$ cat config.mk
export PLATFORM = sky130hd
export DESIGN_NAME = vga_pattern_gen
export DESIGN_NICKNAME = d
export VERILOG_FILES = /design/src/rtl/vga_pattern_gen.sv
export SDC_FILE = /design/constraint.sdc
export NUM_CORES = 1
export LEC_CHECK = 0
export ABC_CLOCK_PERIOD_IN_PS = 7630
export BUFFER_PORTS_ARGS = -buffer_cell sky130_fd_sc_hd__buf_2
export CAP_MARGIN = 20
export CORE_MARGIN = 4
export CORE_UTILIZATION = 40
export DETAILED_ROUTE_END_ITERATION = 10
export GPL_TIMING_DRIVEN = 0
export PLACE_DENSITY_LB_ADDON = 0.05
export SYNTH_ARGS = -nofsm -noshare
export SYNTH_HDL_FRONTEND = slang
export SYNTH_SLANG_ARGS = --single-unit
export TNS_END_PERCENT = 5
$ cat constraint.sdc
create_clock -name clk -period 7.63 [get_ports clk]
set_input_delay 0.3815 -clock clk [delete_from_list [all_inputs] [get_ports clk]]
set_output_delay 0.3815 -clock clk [all_outputs]
set_load 0.005 [all_outputs]
$ cat src/rtl/vga_pattern_gen.sv
// rtl/vga_pattern_gen.sv - parametrised VGA timing generator with selectable test patterns
//
// Purpose: free-running h/v counters produce sync and data-enable timing. A
// pattern engine colours each active pixel. Every output is registered one
// cycle after the counter state it describes, so all outputs stay mutually
// aligned.
//
// Ports:
//   clk          pixel clock
//   rst_n        synchronous active-low reset
//   mode         pattern select (0 frame, 1 bars, 2 bouncing box, 3 checker),
//                latched at the frame boundary
//   hsync/vsync  sync outputs, asserted level = SYNC_POL
//   de           active-video enable
//   vga_r/g/b    colour channels, COLOR_W bits each, zero outside active video
//   frame_start  one-cycle pulse alongside the first active pixel of a frame
module vga_pattern_gen #(
    parameter int H_ACTIVE   = 800,
    parameter int H_FP       = 56,
    parameter int H_SYNC     = 120,
    parameter int H_BP       = 64,
    parameter int V_ACTIVE   = 600,
    parameter int V_FP       = 37,
    parameter int V_SYNC     = 6,
    parameter int V_BP       = 23,
    parameter int SYNC_POL   = 0,
    parameter int COLOR_W    = 1,
    parameter int BORDER_W   = 20,
    parameter int BOX_SIZE   = 30,
    parameter int STEP       = 2,
    parameter int CHECK_LOG2 = 5
) (
    input  logic               clk,
    input  logic               rst_n,
    input  logic [1:0]         mode,
    output logic               hsync,
    output logic               vsync,
    output logic               de,
    output logic [COLOR_W-1:0] vga_r,
    output logic [COLOR_W-1:0] vga_g,
    output logic [COLOR_W-1:0] vga_b,
    output logic               frame_start
);
    localparam int H_TOTAL = H_ACTIVE + H_FP + H_SYNC + H_BP;
    localparam int V_TOTAL = V_ACTIVE + V_FP + V_SYNC + V_BP;
    localparam int HW      = $clog2(H_TOTAL);
    localparam int VW      = $clog2(V_TOTAL);
    localparam int BAR_W   = H_ACTIVE / 8;
    localparam int BW      = (BAR_W > 1) ? $clog2(BAR_W) : 1;

    localparam logic [HW-1:0] H_LAST  = HW'(H_TOTAL - 1);
    localparam logic [HW-1:0] H_ACT   = HW'(H_ACTIVE);
    localparam logic [HW-1:0] H_SS    = HW'(H_ACTIVE + H_FP);
    localparam logic [HW-1:0] H_SE    = HW'(H_ACTIVE + H_FP + H_SYNC);
    localparam logic [VW-1:0] V_LAST  = VW'(V_TOTAL - 1);
    localparam logic [VW-1:0] V_ACT   = VW'(V_ACTIVE);
    localparam logic [VW-1:0] V_SS    = VW'(V_ACTIVE + V_FP);
    localparam logic [VW-1:0] V_SE    = VW'(V_ACTIVE + V_FP + V_SYNC);

    localparam logic [HW-1:0] BRD_XL  = HW'(BORDER_W);
    localparam logic [HW-1:0] BRD_XH  = HW'(H_ACTIVE - BORDER_W);
    localparam logic [VW-1:0] BRD_YL  = VW'(BORDER_W);
    localparam logic [VW-1:0] BRD_YH  = VW'(V_ACTIVE - BORDER_W);
    localparam logic [HW-1:0] CX0     = HW'((H_ACTIVE - BOX_SIZE) / 2);
    localparam logic [HW-1:0] CX1     = HW'((H_ACTIVE - BOX_SIZE) / 2 + BOX_SIZE);
    localparam logic [VW-1:0] CY0     = VW'((V_ACTIVE - BOX_SIZE) / 2);
    localparam logic [VW-1:0] CY1     = VW'((V_ACTIVE - BOX_SIZE) / 2 + BOX_SIZE);

    localparam logic [HW-1:0] BX_MAX  = HW'(H_ACTIVE - BOX_SIZE);
    localparam logic [VW-1:0] BY_MAX  = VW'(V_ACTIVE - BOX_SIZE);
    localparam logic [HW-1:0] H_STEP  = HW'(STEP);
    localparam logic [VW-1:0] V_STEP  = VW'(STEP);
    localparam logic [HW:0]   BOX_HX  = (HW+1)'(BOX_SIZE);
    localparam logic [VW:0]   BOX_VX  = (VW+1)'(BOX_SIZE);
    // One bit wider than the position so the overshoot test cannot wrap.
    localparam logic [HW:0]   X_ADV   = (HW+1)'(BOX_SIZE + STEP);
    localparam logic [VW:0]   Y_ADV   = (VW+1)'(BOX_SIZE + STEP);
    localparam logic [HW:0]   H_ACT_X = (HW+1)'(H_ACTIVE);
    localparam logic [VW:0]   V_ACT_X = (VW+1)'(V_ACTIVE);

    localparam logic [BW-1:0]      BAR_LAST = BW'(BAR_W - 1);
    localparam logic [COLOR_W-1:0] FULL     = '1;
    localparam logic               SYNC_ON  = 1'(SYNC_POL);

    logic [HW-1:0] h_cnt;
    logic [VW-1:0] v_cnt;
    logic [BW-1:0] bar_pix;
    logic [2:0]    bar_k;
    logic [1:0]    mode_q;
    logic [HW-1:0] bx;
    logic [VW-1:0] by;
    logic          dx;   // 1 = moving +x
    logic          dy;   // 1 = moving +y

    logic h_last, v_last, active, in_box;
    logic [COLOR_W-1:0] pix_r, pix_g, pix_b;

    assign h_last = (h_cnt == H_LAST);
    assign v_last = (v_cnt == V_LAST);
    assign active = (h_cnt < H_ACT) && (v_cnt < V_ACT);
    assign in_box = (h_cnt >= bx) && ({1'b0, h_cnt} < ({1'b0, bx} + BOX_HX)) &&
                    (v_cnt >= by) && ({1'b0, v_cnt} < ({1'b0, by} + BOX_VX));

    always_comb begin
        pix_r = '0;
        pix_g = '0;
        pix_b = '0;
        case (mode_q)
            2'd0: begin
                if (h_cnt >= CX0 && h_cnt < CX1 && v_cnt >= CY0 && v_cnt < CY1)
                    pix_r = FULL;
                else if (h_cnt < BRD_XL || h_cnt >= BRD_XH || v_cnt < BRD_YL || v_cnt >= BRD_YH)
                    pix_g = FULL;
                else
                    pix_b = FULL;
            end
            2'd1: begin
                // Channel-on bits are 7-k, i.e. the complement of the bar index.
                pix_r = bar_k[2] ? '0 : FULL;
                pix_g = bar_k[1] ? '0 : FULL;
                pix_b = bar_k[0] ? '0 : FULL;
            end
            2'd2: begin
                if (in_box)
                    pix_r = FULL;
            end
            default: begin
                if (h_cnt[CHECK_LOG2] ^ v_cnt[CHECK_LOG2]) begin
                    pix_r = FULL;
                    pix_g = FULL;
                    pix_b = FULL;
                end
            end
        endcase
    end

    always_ff @(posedge clk) begin
        if (!rst_n) begin
            h_cnt       <= '0;
            v_cnt       <= '0;
            bar_pix     <= '0;
            bar_k       <= '0;
            mode_q      <= 2'd0;
            bx          <= '0;
            by          <= '0;
            dx          <= 1'b1;
            dy          <= 1'b1;
            hsync       <= ~SYNC_ON;
            vsync       <= ~SYNC_ON;
            de          <= 1'b0;
            vga_r       <= '0;
            vga_g       <= '0;
            vga_b       <= '0;
            frame_start <= 1'b0;
        end else begin
            h_cnt <= h_last ? '0 : h_cnt + 1'b1;
            if (h_last)
                v_cnt <= v_last ? '0 : v_cnt + 1'b1;

            // Bar index tracks h_cnt: restarts with each line, steps every BAR_W pixels.
            if (h_last) begin
                bar_pix <= '0;
                bar_k   <= '0;
            end else if (h_cnt < H_ACT) begin
                if (bar_pix == BAR_LAST) begin
                    bar_pix <= '0;
                    bar_k   <= bar_k + 3'd1;
                end else begin
                    bar_pix <= bar_pix + 1'b1;
                end
            end

            if (h_last && v_last) begin
                mode_q <= mode;
                // The box only moves on frames that were displaying mode 2.
                if (mode_q == 2'd2) begin
                    if (dx) begin
                        if (({1'b0, bx} + X_ADV) > H_ACT_X) begin
                            bx <= BX_MAX;
                            dx <= 1'b0;
                        end else begin
                            bx <= bx + H_STEP;
                        end
                    end else begin
                        if (bx < H_STEP) begin
                            bx <= '0;
                            dx <= 1'b1;
                        end else begin
                            bx <= bx - H_STEP;
                        end
                    end
                    if (dy) begin
                        if (({1'b0, by} + Y_ADV) > V_ACT_X) begin
                            by <= BY_MAX;
                            dy <= 1'b0;
                        end else begin
                            by <= by + V_STEP;
                        end
                    end else begin
                        if (by < V_STEP) begin
                            by <= '0;
                            dy <= 1'b1;
                        end else begin
                            by <= by - V_STEP;
                        end
                    end
                end
            end

            hsync       <= (h_cnt >= H_SS && h_cnt < H_SE) ? SYNC_ON : ~SYNC_ON;
            vsync       <= (v_cnt >= V_SS && v_cnt < V_SE) ? SYNC_ON : ~SYNC_ON;
            de          <= active;
            vga_r       <= active ? pix_r : '0;
            vga_g       <= active ? pix_g : '0;
            vga_b       <= active ? pix_b : '0;
            frame_start <= (h_cnt == '0) && (v_cnt == '0);
        end
    end
endmodule

# Word-level counts from Yosys, hierarchy flattened
# Cells that the tools add are included.
# op_classes
n_mux	29
magnitude_cmp	22
n_reduce_logical	21
addsub	12
n_bitwise	2
n_eq_ne	5
# ops
cell	n
10-bit 2-to-1 mux	4
11-bit 2-to-1 mux	3
11-bit by 10-bit >= comparator with 1-bit output (second input constant)	2
11-bit by 10-bit < comparator with 1-bit output (second input constant)	2
10-bit >= comparator (second input constant)	2
10-bit < comparator (second input constant)	2
1-bit 2-to-1 mux	18
11-bit by 5-bit adder with 12-bit output (second input constant)	1
11-bit by 6-bit adder with 12-bit output (second input constant)	1
12-bit by 10-bit > comparator with 1-bit output (second input constant)	1
11-bit by 12-bit < comparator with 1-bit output	1
10-bit by 5-bit adder with 11-bit output (second input constant)	1
10-bit by 6-bit adder with 11-bit output (second input constant)	1
11-bit by 1-bit adder with 11-bit output (second input constant)	1
11-bit by 2-bit adder with 11-bit output (second input constant)	1
11-bit == test (second input constant)	1
11-bit >= comparator	1
11-bit by 9-bit >= comparator with 1-bit output (second input constant)	1
11-bit by 10-bit > comparator with 1-bit output (second input constant)	1
1-bit logical AND	11
11-bit zero test	1
10-bit by 11-bit < comparator with 1-bit output	1
11-bit by 2-bit < comparator with 1-bit output (second input constant)	1
11-bit by 5-bit < comparator with 1-bit output (second input constant)	1
25 further kinds	31
# totals
register_bits	63
output_inout_bits	7
input_bits	4

# Longest topological paths before layout
# logic_depth
depth_word	7
mapped_depth	12
depth_no_buf	12

# Least setup slack after synthesis
# OpenSTA, ideal clock, no wires.
# synth_timing
path_kind	register to register
start	reg h_cnt[7]
end	reg bx[8]
path_buffers	3
t_arrival_ns	2.783
required_time_ns	7.514
slack_ns	4.731
stages_incl_launch_ff	10
cell_sequence	dfxtp_1 buf_6 or4_4 or4_4 buf_6 or4_4 buf_6 o41ai_2 a211oi_1 a31o_1
# synth_between
elab_chain_len	3
# synth_lines
item	line	source
from (decl)	85	logic [HW-1:0] h_cnt;
from (signal assigned)	156	h_cnt <= h_last ? '0 : h_cnt + 1'b1;
11-bit == test	98	assign h_last = (h_cnt == H_LAST);
1-bit logical AND	173	if (h_last && v_last) begin
2-bit AND reduction (no source line)	--	
to (signal assigned)	182	bx <= bx + H_STEP;
to (signal assigned)	189	bx <= bx - H_STEP;
to (decl)	90	logic [HW-1:0] bx;
# No other way between the ends.
# A chain may end at the register's enable or synchronous reset.

# Worst setup path in the final report
# layout_timing
start	reg by[1]
end	reg vga_r
# layout_between
elab_chain_len	5
word_cells_on_any_way	7
# layout_lines
item	line	source
from (decl)	91	logic [VW-1:0] by;
from (signal assigned)	197	by <= by + V_STEP;
from (signal assigned)	204	by <= by - V_STEP;
10-bit by 5-bit adder with 11-bit output / 10-bit >= comparator (equally long branches)	102	(v_cnt >= by) && ({1'b0, v_cnt} < ({1'b0, by} + BOX_VX));
10-bit by 11-bit < comparator with 1-bit output / 1-bit logical AND (equally long branches)	102, 101	
1-bit logical AND *	102	
1-bit 2-to-1 mux *	124	if (in_box)
1-bit case mux with 3 select lines *	108	case (mode_q)
to (signal assigned)	213	vga_r <= active ? pix_r : '0;
to (decl)	39	output logic [COLOR_W-1:0] vga_r,
# Mark *: on every way between the ends. The rest lies on a longest branch, timed or not.

==> results.yml <==
power_and_ir_drop:
  power_leakage_nw: 2.181
  peakVddDrop_mv: 0.1080
  seq_power_share_pct: 38.1
  power_mw: 0.8642
  power_density_mw_per_mm2: 157.2
  swShare_pct: 21.50
  p_comb_share_pct: 6.1
  pwr-share-clk_pct: 55.9
  internal_power_mw: 0.6784
  p_switching_mw: 0.1858
cells_and_area:
  final_cell_count_no_fill: 801
  diodes: 0
  final_net_count: 713
  syn_to_final_growth_pct: 12.00
  final_util_pct: 45.78
  drive_gt1_share_pct: 7.187
global_routing:
  grt_pass1_wl_um: 22590
  grt_overflow: 0
  grt_max_degree: 11
  grt_use_total_pct: 19.96
  grt_pass1_vias: 4460
  antenna_found_initial: 0
sta:
  rsz0062_at_grt: "false"
  hold_viol: 0
  setup_tns_ns: 0
  tightest_slew_ns: 0.7836
  fmax_ghz: 0.3065
  setup_viol: 0
  slew_headroom_pct: 47.28
  skew_ns: 0.006934
  period_share_pct: 42.77
  setup_ws_ns: 4.367
  min_period_ns: 3.263
  slew_violations: 0
synth:
  synth_cell_types: 63
  synth_edf_count: 0
  synth-warning-count: 0
  synthCells: 628
  yosysTopAreaCellShare_pct: 24.87
  synth.most_common_cell: "nor2_1"
  ys.flop_type: "dfxtp_1"
  async_flop_share_pct: 0
  ys_seq_area_share_pct: 24.87
  ys_seq_elements: 61
  yosys-top-cells-count: "nor2_1, dfxtp_1, ha_1"
  synthTopCellsByArea: "dfxtp_1, ha_1, xnor2_1"
  synth_top_cell_by_area: "dfxtp_1"
  netlist_area_mm2: 0.004910
  synth_nets: 691
  synth_area_per_cell_um2: 7.818
detailed_routing:
  drt_wl_total_um: 13720
  drt_iter0_drc: 264
  routedWlPerCell_um: 17.13
  postRouteAntennaNets: 0
  num_vias: 4589
  drc: 0
  avgViaCountPerCell: 5.729
  firstDrtPassIters: 5
placed_design:
  pre_cts_ws_ns: 4.300
  port_buffers: 9
  dp.cells: 784
  routabilityCongestion: 0.8839
  hpwlAfterDp_um: 10420
clocking:
  cts_resized: 0
  cts_setup_buffers: 0
  cts_buffers: 9
  htreeDepth: 3
  clock_tree.root_cell: "clkbuf_16"
  cts_sinks: 61
  postCtsHoldBufs: 0
  clock_latency_ns: 0.34
  cts_tree: "done"
  cts_buffer_depth: 2
  path_clk_slew_ns: 0.06
setup_path:
  critPathLaunchType: "register"
  max_stage_delay_ns: 0.53
  worstPathMaxFanout: 10
  critPathCaptureType: "register"
  crit_type: "reg -> reg"
  cp.arrival_ns: 3.50
  cp.required_ns: 7.87
  cp_slowest_cell: "or3b_2"
  path_cells: "inv_1 > ha_1 > or3b_2 > xnor2_1 > ha_1 > a21oi_1 > nor2_1 > a2111oi_0 > o21ai_0 > a221o_1 > o21ai_0"
flow_run:
  maxCapViolCount: 0
die:
  initial_core_util_pct: 40.88
  dieWidth_um: 118.8
  ios: 11
  rows: 40
  die-area_mm2: 0.01411
  coreArea_mm2: 0.01201
  die_h_um: 118.8
min_path:
  hp-class: "in -> reg"
outcome:
  outcome: "complete, no violations"
[critical path, delay by kind of cell, from the launching register on]
family	cells	cell delay, ns
adders and majority gates	2	0.48
and+or+nand+nor	2	0.59
buffers and inverters	1	0.19
AOI/OAI and AO/OA	5	1.28
DFF	1	0.43
xor gates and xnor gates	1	0.20
[power by group through the flow]
stage | logic, mW | clock network, mW | registers (mW)
floorplan | 0.0379 | 0 | 0.334
global placement | 0.0523 | 0 | 0.335
detailed placement | 0.0526 | 0 | 0.336
CTS | 0.0527 | 0.492 | 0.329
global route | 0.0601 | 0.513 | 0.330
finish | 0.0525 | 0.483 | 0.329
[flip-flops by register name (all words and copies together) (netlist names)]
name         count
frame_start      1
v_cnt           10
vga_g            1
vga_b            1
dy               1
bx              10
mode_q           2
hsync            1
dx               1
h_cnt           11
bar_k            3
vsync            1
vga_r            1
bar_pix          7
by               9
de               1
[worst paths after layout]
path | start | depth (start not counted) | to | slack [ns]
worst max-delay path | by[1]$_SDFFE_PN0P_ | 11 | vga_r$_SDFF_PN0_ | 4.37
worst min-delay path | mode[0] | 3 | mode_q[0]$_SDFFE_PN0P_ | 0.29
worst max register to register | by[1]$_SDFFE_PN0P_ | 11 | vga_r$_SDFF_PN0_ | 4.37
worst min register to register | h_cnt[0]$_SDFF_PP0_ | 1 | h_cnt[0]$_SDFF_PP0_ | 0.51
[final cells by class]
type / instances / area [um^2]
clock buffers: 11 / 252.7
inverters: 36 / 135.1
multi-input cells: 491 / 3374
clock inverters: 4 / 95.09
plain buffers: 40 / 178.9
flip-flops and latches: 61 / 1221
repair buffers: 11 / 57.56
well taps: 147 / 183.9
fillers: 1201 / 6513
[cells by family (layout without fill, tap and decap cells)]
kind of cell,after synthesis,count (layout),synth area share [%]
flops,61,61,24.87
compound gates,146,146,19.70
simple gates,235,235,24.75
buf+inv,76,102,6.397
xor+xnor,45,45,8.028
mux,6,6,1.223
fa+ha+maj,59,59,15.04
[layout by cell type (no fill, tap or decap), types with 4 or more instances in the layout]
master	count
nor2_1	63
dfxtp_1	61
ha_1	59
nand2_1	37
a21oi_1	37
inv_1	36
xnor2_1	36
o21ai_0	35
clkbuf_1	32
nor3_1	27
nand3_1	23
buf_2	15
nor4_1	15
nand4_1	12
or4_1	11
and3_1	9
a31oi_1	9
xor2_1	9
a21o_1	9
clkbuf_16	9
nor2b_1	8
or3_1	7
mux2i_1	6
a211oi_1	6
a211o_1	5
a2111oi_0	5
nand2b_1	4
[per-layer routing]
layer,vias up,track usage [%],wire [um]
met3,37,3.254,448
met1,2122,26.96,6780
met4,0,9.558,391
li1,2329,-,-
met5,-,0,0
met2,101,30.91,6103
[metrics by stage]
step | hold slack, ns | instance area (um^2)
3_5_place_dp | 0.4980 | 5139
2_1_floorplan | 0.4561 | 4910
4_1_cts | 0.2909 | 5487
5_1_grt | 0.3049 | 5499
3_3_place_gp | 0.4814 | 5139
6_report | 0.2918 | 5499
No activity file was read; power rests on OpenSTA's default activity.
